File: src/rtl/mux_share_arbiter_pkg.sv
// mux_share_arbiter_pkg: state encodings and default parameters shared by the arbiter files
package mux_share_arbiter_pkg;
  typedef enum logic [1:0] {IDLE = 2'd0, OWN0 = 2'd1, OWN1 = 2'd2} state_e;
  localparam int DEF_DATA_W   = 8;
  localparam int DEF_MAX_HOLD = 4;
endpackage

File: src/rtl/mux_share_arbiter_mux2_data.sv
// mux2_data: DATA_W-wide 2:1 data mux steered by the arbiter select
module mux2_data #(
  parameter int DATA_W = 8
) (
  input  logic              sel,
  input  logic [DATA_W-1:0] in0,
  input  logic [DATA_W-1:0] in1,
  output logic [DATA_W-1:0] out
);
  assign out = sel ? in1 : in0;
endmodule

File: src/rtl/mux_share_arbiter.sv
// mux_share_arbiter: round-robin owner of a shared 2:1 mux with bounded bursts and a registered output
module mux_share_arbiter
  import mux_share_arbiter_pkg::*;
#(
  parameter int DATA_W   = DEF_DATA_W,
  parameter int MAX_HOLD = DEF_MAX_HOLD
) (
  input  logic              clk,
  input  logic              rst,
  input  logic              req0_valid,
  input  logic [DATA_W-1:0] req0_data,
  output logic              req0_ready,
  input  logic              req1_valid,
  input  logic [DATA_W-1:0] req1_data,
  output logic              req1_ready,
  output logic              out_valid,
  output logic [DATA_W-1:0] out_data,
  input  logic              out_ready,
  output logic              sel,
  output logic              owner_valid
);
  state_e            state_q, state_d;
  logic              last_q, last_d, sel_q, sel_d, out_valid_q, out_valid_d;
  logic [3:0]        hold_q, hold_d, hold_inc;
  logic [DATA_W-1:0] out_data_q, out_data_d, mux_data;
  logic              owning, own_v, oth_v, rdy, xfer, hit, rel;

  mux2_data #(.DATA_W(DATA_W)) u_mux (
    .sel(sel_q),
    .in0(req0_data),
    .in1(req1_data),
    .out(mux_data)
  );

  // while owning, sel_q always names the owner, so it doubles as the owner index
  always_comb begin
    owning      = state_q != IDLE;
    own_v       = sel_q ? req1_valid : req0_valid;
    oth_v       = sel_q ? req0_valid : req1_valid;
    rdy         = owning && (!out_valid_q || out_ready);
    xfer        = rdy && own_v;
    hold_inc    = hold_q + 4'd1;
    hit         = xfer && (hold_inc == 4'(MAX_HOLD));
    rel         = owning && (!own_v || (hit && oth_v));
    state_d     = state_q;
    sel_d       = sel_q;
    last_d      = last_q;
    hold_d      = hold_q;
    if (!owning) begin
      if (req0_valid || req1_valid) begin
        sel_d   = (req0_valid && req1_valid) ? !last_q : req1_valid;
        state_d = sel_d ? OWN1 : OWN0;
      end
    end else if (rel) begin
      last_d  = sel_q;
      hold_d  = 4'd0;
      sel_d   = oth_v ? !sel_q : sel_q;
      state_d = !oth_v ? IDLE : (sel_q ? OWN0 : OWN1);
    end else begin
      hold_d  = hit ? 4'd0 : (xfer ? hold_inc : hold_q);
    end
    out_valid_d = xfer || (out_valid_q && !out_ready);
    out_data_d  = xfer ? mux_data : out_data_q;
  end

  always_ff @(posedge clk) begin
    if (rst) begin
      state_q     <= IDLE;
      last_q      <= 1'b1;
      hold_q      <= 4'd0;
      sel_q       <= 1'b0;
      out_valid_q <= 1'b0;
      out_data_q  <= '0;
    end else begin
      state_q     <= state_d;
      last_q      <= last_d;
      hold_q      <= hold_d;
      sel_q       <= sel_d;
      out_valid_q <= out_valid_d;
      out_data_q  <= out_data_d;
    end
  end

  assign req0_ready  = rdy && !sel_q;
  assign req1_ready  = rdy && sel_q;
  assign owner_valid = owning;
  assign sel         = sel_q;
  assign out_valid   = out_valid_q;
  assign out_data    = out_data_q;
endmodule

File: config.mk
export PLATFORM = sky130hd
export DESIGN_NAME = mux_share_arbiter
export DESIGN_NICKNAME = d
export VERILOG_FILES = /design/src/rtl/mux_share_arbiter_pkg.sv /design/src/rtl/mux_share_arbiter_mux2_data.sv /design/src/rtl/mux_share_arbiter.sv
export SDC_FILE = /design/constraint.sdc
export NUM_CORES = 1
export LEC_CHECK = 0
export ABC_AREA = 1
export CORE_UTILIZATION = 43
export CTS_BUF_LIST = sky130_fd_sc_hd__clkbuf_16
export CTS_CLUSTER_DIAMETER = 60
export DETAILED_ROUTE_END_ITERATION = 12
export GPL_TIMING_DRIVEN = 0
export PLACE_DENSITY = 0.79
export SYNTH_ARGS = -nofsm -noshare
export SYNTH_HDL_FRONTEND = slang
export SYNTH_HIERARCHICAL = 1
export SYNTH_SLANG_ARGS = --single-unit
File: constraint.sdc
create_clock -name clk -period 1.9 [get_ports clk]
set_clock_uncertainty 0.15 [all_clocks]
set_input_delay 0.38 -clock clk [delete_from_list [all_inputs] [get_ports clk]]
set_output_delay 0.38 -clock clk [all_outputs]
set_load 0.005 [all_outputs]
### Yosys cells after proc, flatten, opt, wreduce, memory -nomap -nowiden

Cells that the tools add are included.

* register bits: 17
* bits in latches: 0
* RAM bits: 0
* ROM bits: 0
* bits of input ports: 21
* output and inout bits: 13
* logic and storage cells: 52
* memories kept: 0

* add/sub/neg operators: 1
* $mul: 0
* divide/modulo/power cells: 0
* magnitude comparators: 0
* equality and inequality tests: 3
* shifts and indexed selects: 0
* multiplexer cells: 17
* bitwise logic cells: 0
* reductions and logical operators: 25

Operators with widths (number)
* 2-bit two-way mux: 6
* 4-bit two-way mux: 3
* 1-bit logical AND: 9
* 8-bit two-way mux: 1
* 1-bit two-way mux: 7
* 2-bit AND reduction: 3
* 1-bit zero test: 5
* 4-bit by 1-bit adder with 4-bit output (second input constant): 1
* 4-bit by 3-bit == test with 1-bit output (second input constant): 1
* 1-bit logical OR: 4
* 2-bit by 1-bit inequality test with 1-bit output (second input constant): 2
* 2-bit nonzero test: 2
* 3-bit AND reduction: 1
* 3-bit nonzero test: 1

### Depth between registers and ports, before layout

* depth in word-level cells: 10
* mapped depth: 9
* gate-level depth less buffers: 9

### Hierarchy

Netlist, hierarchy kept.

By module, submodules not included
* mux_share_arbiter: instances 1, cells an instance 109, area an instance 843.3 um2, sequential area each 340.3 um2
* mux2_data: instances 1, cells an instance 26, area an instance 105.1 um2, sequential area each 0.0 um2

### Worst setup path after synthesis

No wires, ideal clock.

* kind: register -> register
* start: reg hold_q[0]
* end: reg sel_q (netlist: sel)
* data arrival time: 1.137 ns
* setup slack: 0.499 ns
* cell stages (with the launch flop): 8
* buffers on the path: 0
* clock period less this slack: 1.401 ns
* cell sequence: dfxtp_1 ha_1 nor3b_4 nand3_2 nand3_2 nand2_2 nand2_1 nor2_1

* cells in the longest elaborated chain, start to end: 8

Ends and longest elaborated chain
* start: declaration: line mux_share_arbiter.sv:24 `logic [3:0] hold_q, hold_d, hold_inc;`
* start signal: assignment: line mux_share_arbiter.sv:77 `hold_q <= hold_d;`
* 4-bit by 1-bit adder with 4-bit output: line mux_share_arbiter.sv:42 `hold_inc = hold_q + 4'd1;`
* 4-bit by 3-bit == test with 1-bit output: line mux_share_arbiter.sv:43 `hit = xfer && (hold_inc == 4'(MAX_HOLD));`
* 1-bit logical AND: line mux_share_arbiter.sv:43
* 1-bit logical AND: line mux_share_arbiter.sv:44 `rel = owning && (!own_v || (hit && oth_v));`
* 1-bit logical OR: line mux_share_arbiter.sv:44
* 1-bit logical AND: line mux_share_arbiter.sv:44
* 2-bit by 1-bit inequality test with 1-bit output (no source line)
* 3-bit AND reduction (no source line)
* end signal: assignment: line mux_share_arbiter.sv:78 `sel_q <= sel_d;`
* end: declaration: line mux_share_arbiter.sv:23 `logic last_q, last_d, sel_q, sel_d, out_valid_q, out_valid_d;`

Every way passes these cells.
A chain may end at the register's enable or synchronous reset.

### Worst setup path in the final report

* start: reg sel_q (netlist: sel)
* end: out sel

RTL lines
* end: declaration: line mux_share_arbiter.sv:19 `output logic sel,`

No word-level cell between the ends.

==> flow_summary.yaml <==
status:
  outcome: "completed"
clocking:
  clk_path_buf_depth: 2
  cts_sinks: 17
  path_clk_slew_ps: 50
  post_cts_buffers: 0
  cts_tree: "yes"
  cts_buffers: 3
  clock_latency_ps: 250
  htree_num_levels: 1
  ctsRootBufferMaster: "clkbuf_16"
synth:
  synth_fa_ha_area_share_pct: 1.32
  synthMuxAreaShare_pct: 0
  yosysWarnings: 6
  ys_types: 24
  synth_area_sq_um: 948
  synth_compound_area_share_pct: 13.2
  ys_ff_latch: 17
  syn_nets: 157
  synth-xor-area-share_pct: 1.85
  syn_avg_cell_area_sq_um: 7.03
  netlist_instances: 135
  synth_top_family_by_area: "simple AND/OR/NAND/NOR gates"
  synthSimpleGateAreaFrac_pct: 40.0
  yosysSeqAreaShare_pct: 35.9
setup_path:
  startpoint_type: "flop"
  worst-r2r-cell-count: 7
  crit_slowest_cell: "clkdlybuf4s50_1"
  cp-end-kind: "primary output"
  path_cells: "clkdlybuf4s50_1"
  critPathMaxFanout: 9
  critical_path_arrival_ps: 1310
  cp.depth: 1
  required_ps: 1370
  slowest_delay_ps: 560
  critPathBufInv: 1
  critPathKind: "reg2out"
  cpLargestDelayFamily: "buffers and inverters"
placement:
  numPortBuffers: 33
  globalplace.congestion: 0.805
  hpwlAfterDp_um: 1700
sta:
  whs_ps: 328
  finalHoldViolations: 0
  min_period_ps: 1840
  setup_viol: 0
  fin_crit_sh_pct: 96.8
  fmax_mhz: 544
  final_max_slew_viol_count: 0
  relSlewSlack_pct: 78.8
  tns_ps: 0
  worstMarginPinSlew_ps: 318
grt:
  antenna_found_initial: 0
  first_global_vias: 947
  grtUsageMet3_pct: 3.74
  overflow: 0
  grt_pass1_wl_um: 3950
  busiest_layer: "met2"
  grt_start_max_net_pins: 11
  track_usage_pct: 20.9
  met2_usage_pct: 39.4
  use_met1_pct: 24.1
floorplan:
  num_io_pins: 34
  chipHeight_um: 49.0
  fp.coreArea_sq_um: 2020
  num_rows: 16
  die_width_um: 49.0
  die-area_sq_um: 2400
  initial_core_util_pct: 46.9
power:
  ir_drop_v: 0.000917
  leakagePower_nw: 0.635
  power_density_nw_per_um2: 1540
  power_mw: 2.14
route:
  ant_nets: 0
  vias: 981
  firstDrtPassIters: 4
  drc_errors: 0
  routedWlPerCell_um: 11.6
  wirelength_um: 2310
  drtIter0Drc: 12
  vias_per_cell: 4.93
finish:
  multi_input_area_sq_um: 539
  ff_latch_area_sq_um: 342
  n_antenna_cell: 0
  syn_to_final_growth_pct: 46.8
  finish.utilization_pct: 68.9
  nFillCells: 179
  layout.nets: 195
  final_common_cell: "nand2_1"
  drive_gt1_share_pct: 16.3
  mostFrequentLayoutCells: "nand2_1 (36), clkdlybuf4s50_1 (31), nor2_1 (22)"
worst_hold_path:
  hold_depth: 2
  hold_path.class: "reg2reg"
run:
  maxCapViolCount: 0
-- path summary, 6_finish.rpt --
kind / start / endpoint / slack (ps)
worst max-delay path: sel / sel / 60
worst min-delay path: last_q / last_q / 330
worst max register to register: hold_q[0] / state_q[1] / 300
worst min register to register: last_q / last_q / 330
-- flip-flops by register name, summed over array words and instances, names as in the netlist --
signal	count
hold_q	4
last_q	1
out_data	8
out_valid	1
sel	1
state_q	2
-- synth_stat cells --
cell / count / area, sq um
nor2_1: 23 / 86.3
inv_4: 1 / 6.26
dfxtp_1: 17 / 340
nand2_1: 37 / 139
clkbuf_4: 1 / 7.51
buf_6: 2 / 22.5
inv_2: 2 / 7.51
a21oi_1: 7 / 35.0
nand2_2: 4 / 25.0
xor2_1: 2 / 17.5
ha_1: 1 / 12.5
nand3_2: 2 / 20.0
a21oi_2: 1 / 8.76
nor2_4: 1 / 11.3
nand2_4: 4 / 45.0
nor3b_4: 1 / 18.8
nand4_1: 1 / 6.26
or2_2: 1 / 6.26
nand3_1: 3 / 15.0
o21a_1: 2 / 15.0
o21ai_0: 12 / 60.1
a31oi_1: 1 / 6.26
inv_1: 8 / 30.0
nor2_2: 1 / 6.26
-- cell families after synthesis --
kind of cell | count (synthesis)
and+or+nand+nor | 78
AOI/OAI and AO/OA | 23
DFF | 17
buffers and inverters | 14
xor gates and xnor gates | 2
adders and majority gates | 1
-- through the flow --
step / instance area (sq um) / setup slack, ps / cells
floorplan: 948 / 499 / 135
global placement: 1310 / -283 / 195
detailed placement: 1310 / -296 / 195
CTS: 1390 / 10.3 / 199
global route: 1390 / -9.30 / 199
finish: 1390 / 61.7 / 199
-- cell type report --
type / count / share of cell area [%]
Inverter: 11 / 3.14
Timing Repair Buffer: 33 / 23.4
Tap cell: 27 / 2.43
Clock buffer: 3 / 5.39
Multi-Input combinational cell: 104 / 38.7
Sequential cell: 17 / 24.5
Buffer: 3 / 2.16
Clock inverter: 1 / 0.270
-- power by group --
part / leakage, nW / switching [mW] / internal, mW
clock network: 0.0423 / 0.134 / 0.279
registers: 0.140 / 0.123 / 0.503
logic: 0.452 / 0.592 / 0.511
-- repair_timing --
action	in CTS	in global routing
setup endpoints to repair	2	3
pin swaps	0	1
hold buffers	0	0
gates resized for setup	3	5
gates cloned	0	0
-- layer usage --
| layer | part of all wire, % | up-vias |
|---|---|---|
| met5 | 0 | - |
| met4 | 1.2 | 0 |
| met3 | 4.5 | 4 |
| met2 | 51 | 27 |
| met1 | 43 | 444 |
| li1 | - | 506 |
Note: power is estimated with default switching activity, not from simulation.
